$ cat src/rtl/data_mem_seq.sv
// Parametrised single-port data memory with registered read port,
// write-first forwarding and a hardware clear sequencer.
module data_mem_seq #(
  parameter int DW = 8,
  parameter int AW = 8,
  parameter logic [DW-1:0] CLEAR_VAL = '0
) (
  input  logic          CLK,
  input  logic          reset,
  input  logic [AW-1:0] DataAddress,
  input  logic          ReadMem,
  input  logic          WriteMem,
  input  logic [DW-1:0] DataIn,
  input  logic          ClearReq,
  output logic [DW-1:0] DataOut,
  output logic          ReadValid,
  output logic          Busy,
  output logic          Collision
);

  localparam int DEPTH = 2 ** AW;

  typedef enum logic {
    CLEAR,
    IDLE
  } state_t;

  state_t        state;
  state_t        state_nxt;
  logic [AW-1:0] ptr;
  logic [AW-1:0] ptr_nxt;
  logic [DW-1:0] core [DEPTH];

  logic clr_we;
  logic acc_rd;
  logic acc_wr;
  logic clr_acc;
  logic last;

  assign Busy = (state == CLEAR);
  assign last = (ptr == {AW{1'b1}});

  always_comb begin
    state_nxt = state;
    ptr_nxt   = ptr;
    clr_we    = 1'b0;
    acc_rd    = 1'b0;
    acc_wr    = 1'b0;
    clr_acc   = 1'b0;
    unique case (state)
      CLEAR: begin
        clr_we  = 1'b1;
        ptr_nxt = ptr + AW'(1);
        if (last) state_nxt = IDLE;
      end
      IDLE: begin
        acc_rd  = ReadMem;
        clr_acc = ClearReq;
        // a clear request wins over a same-cycle write
        acc_wr  = WriteMem & ~ClearReq;
        if (ClearReq) begin
          state_nxt = CLEAR;
          ptr_nxt   = '0;
        end
      end
      default: state_nxt = CLEAR;
    endcase
  end

  always_ff @(posedge CLK) begin
    if (!reset) begin
      state <= CLEAR;
      ptr   <= '0;
    end else begin
      state <= state_nxt;
      ptr   <= ptr_nxt;
    end
  end

  always_ff @(posedge CLK) begin
    if (!reset) begin
      DataOut   <= '0;
      ReadValid <= 1'b0;
      Collision <= 1'b0;
    end else begin
      ReadValid <= acc_rd;
      if (acc_rd) begin
        DataOut <= acc_wr ? DataIn : core[DataAddress];
      end
      if (clr_acc) begin
        Collision <= 1'b0;
      end else if (Busy && (ReadMem || WriteMem)) begin
        Collision <= 1'b1;
      end
    end
  end

  always_ff @(posedge CLK) begin
    if (reset) begin
      if (clr_we) begin
        core[ptr] <= CLEAR_VAL;
      end else if (acc_wr) begin
        core[DataAddress] <= DataIn;
      end
    end
  end

endmodule

$ cat config.mk
export PLATFORM = sky130hd
export DESIGN_NAME = data_mem_seq
export DESIGN_NICKNAME = d
export VERILOG_FILES = /design/src/rtl/data_mem_seq.sv
export SDC_FILE = /design/constraint.sdc
export NUM_CORES = 2
export LEC_CHECK = 0
export CAP_MARGIN = 15
export CORE_AREA = 5 5 403 405
export CTS_CLUSTER_SIZE = 28
export DETAILED_ROUTE_END_ITERATION = 6
export DIE_AREA = 0 0 408 410
export GPL_ROUTABILITY_DRIVEN = 1
export PLACE_DENSITY_LB_ADDON = 0.05
export SYNTH_ARGS = -nofsm -noshare
export SYNTH_HDL_FRONTEND = slang
export SYNTH_SLANG_ARGS = --single-unit
$ cat constraint.sdc
create_clock -name CLK -period 9.2 [get_ports CLK]
set_input_delay 1.84 -clock CLK [delete_from_list [all_inputs] [get_ports CLK]]
set_output_delay 1.84 -clock CLK [all_outputs]
set_load 0.005 [all_outputs]
==> out/metrics.yaml <==
drt_iter0_markers: 5226
critPathMaxFanout: 26
start_util_pct: 50.8
cts_resized: 0
rrSetupSlack_ps: 3870
hold_class: "flip-flop to flip-flop"
antenna_left: 0
layout.nets: 4054
status: "completed"
synth_flop_cell: "edfxtp_1"
setup_violations: 0
finalWorstSetupSlack_ps: 2730
post-cts-setup-buffer-count: 0
rows: 146
r2r-start: "state$_SDFF_PN0_"
drv_slew: 0
gp_congestion: 0.836
dieArea_um2: 167000
ys_seq_elements: 2067
finalHoldViolations: 0
end_kind: "flip-flop"
yosysMostFrequentCell: "edfxtp_1"
area_growth_pct: 11.9
fin_crit_ps: 6470
grt_max_degree: 160
grt_overflow: 0
viasPerCell: 6.47
pin_count: 32
antenna_found_initial: 11
fin_skew_ps: 29.0
max-clock-path-buffers: 3
synthDistinctLibCells: 51
syn_area_per_cell_um2: 20.3
max-cap-violations: 0
setup.worst_path.end: "core[178][6]$_DFFE_PP_"
synth_top_cells_by_count: "2,048 x edfxtp_1, 409 x mux4_2, 290 x nor2_1, 260 x mux2i_1, 161 x a22oi_1"
core_area_um2: 158000
clk_latency_ps: 820
final_util_pct: 56.9
synth.cell_area_um2: 80300
cp.required_ps: 9640
clock.fmax_ghz: 0.155
cts_hold_buf: 0
rr_endpoint: "core[178][6]$_DFFE_PP_"
synth_edf_count: 2048
fin_cells: 6282
num_vias: 40700
power_leakage_nw: 27.3
synth.largest_area_cell: "edfxtp_1"
wirelength_um: 222000
totalNegativeSetupSlack_ps: 0
ir_drop_uv: 218
place_ws_ps: 1980
firstDrtPassIters: 5
grt_pass1_wl_um: 314000
cp.arrival_ps: 6920
hold_start: "Collision$_SDFFE_PP0P_"
synth_top_area_share_pct: 76.6
drive_above_1_share_pct: 20.4
cts_root_buffer: "clkbuf_16"
path_clk_slew_ps: 60
numPlacedInstances: 5897
start_kind: "input pin"
finalCritPeriodShare_pct: 70.3
reg2reg_depth: 5
io_buffers: 31
grt_pass1_vias: 40200
cts_tree: "yes"
netlist_instances: 3950
rsz0062_at_grt: "no"
drc: 0
htreeDepth: 4
ys_seq_area_share_pct: 77.0
synth_area_leaders: "edfxtp_1 77%, mux4_2 11%, mux2i_1 3.2%, a22oi_1 1.5%, nor2_1 1.4%"
slew-limit-headroom_pct: 15.8
p_per_area_nw_per_um2: 218
crit_start: "reset"
die_h_um: 410
gr-usage-all-layers_pct: 26.5
critPathKind: "input pin to flip-flop"
tightest_slew_ps: 1260
async_flop_share_pct: 0
synth.net_count: 3972
avgRoutedWirePerCell_um: 35.3
fin_total_pwr_mw: 19.6
die_w_um: 408
synth_warnings: 0
dp_hpwl_um: 131000
cts-buffers-inserted: 205
cts_num_sinks: 2067
==> routing by layer <==
metal,track usage (%),vias to the layer above,share of wire (%)
met5,0,-,0.012
met4,8.28,4,3.3
met3,5.65,361,9.0
met2,39.1,2145,45
met1,40.2,21600,43
li1,-,16500,-
==> how the worst min path moves through the flow <==
stage                                   to  slack (ps)  cells after the start
global placement    Collision$_SDFFE_PP0P_         530                      2
global route        Collision$_SDFFE_PP0P_         600                      2
detailed placement  Collision$_SDFFE_PP0P_         540                      2
floorplan           Collision$_SDFFE_PP0P_         450                      2
finish              Collision$_SDFFE_PP0P_         550                      2
CTS                 Collision$_SDFFE_PP0P_         550                      2
==> state kept, by name, summed over array words and instances, names as in the netlist <==
| register | cells |
|---|---|
| ReadValid | 1 |
| DataOut | 8 |
| core | 2048 |
| Collision | 1 |
| ptr | 8 |
| state | 1 |
==> critical path: stages <==
cell and delay (ps):
clkdlybuf4s50_1 970, nand3_1 990, o21ai_2 850, nand3_2 1190, nor2_1 1030
==> metrics by stage <==
stage	instance area, um2	hold WS [ps]
after floorplan	80300	448
after global placement	82900	526
after detailed placement	82900	542
after CTS	89900	550
after global routing	89900	598
final	89900	545
==> power by group <==
part	leakage, nW	switching [mW]	internal [mW]
logic	5.90	0.442	0.256
registers	18.0	0.00525	10.2
clock network	3.42	3.54	5.16
total	27.3	3.99	15.6
==> placed cells by master (no fill, tap or decap), types with 17 or more instances in the layout <==
cell and instances:
clkbuf_16 212, mux2i_1 260, dfxtp_1 19, nor3_1 19, o22ai_1 25, nand3_1 48
buf_4 64, mux4_2 409, a21oi_1 96, a22oi_1 161, a221oi_1 27, clkbuf_1 30
clkdlybuf4s50_1 27, bufinv_16 34, nand2_1 94, buf_12 17, nor2_1 287, edfxtp_1 2048
clkinv_1 45, clkinv_2 41, o21ai_0 35
==> layout make-up <==
type                       instances  area, um2
fill                           11600      68100
sequential                      2067      61900
multi-input combinational       1644      17300
clock buffer                     244       5450
tap                             2072       2590
clock inverter                   136       1540
timing repair buffer             112       1140
antenna                            5       12.5
inverter                           2       7.51
==> logic make-up (layout without fill, tap and decap cells) <==
logic type / after synthesis / count (layout) / share of synthesized area [%]
flops: 2067 / 2067 / 77.0
mux: 678 / 678 / 14.8
simple gates: 563 / 563 / 3.12
compound gates: 402 / 402 / 3.36
buf+inv: 239 / 494 / 1.63
fa+ha+maj: 1 / 1 / 0.0156
other cells: 0 / 5 / 0
No activity file was read; power rests on OpenSTA's default activity.
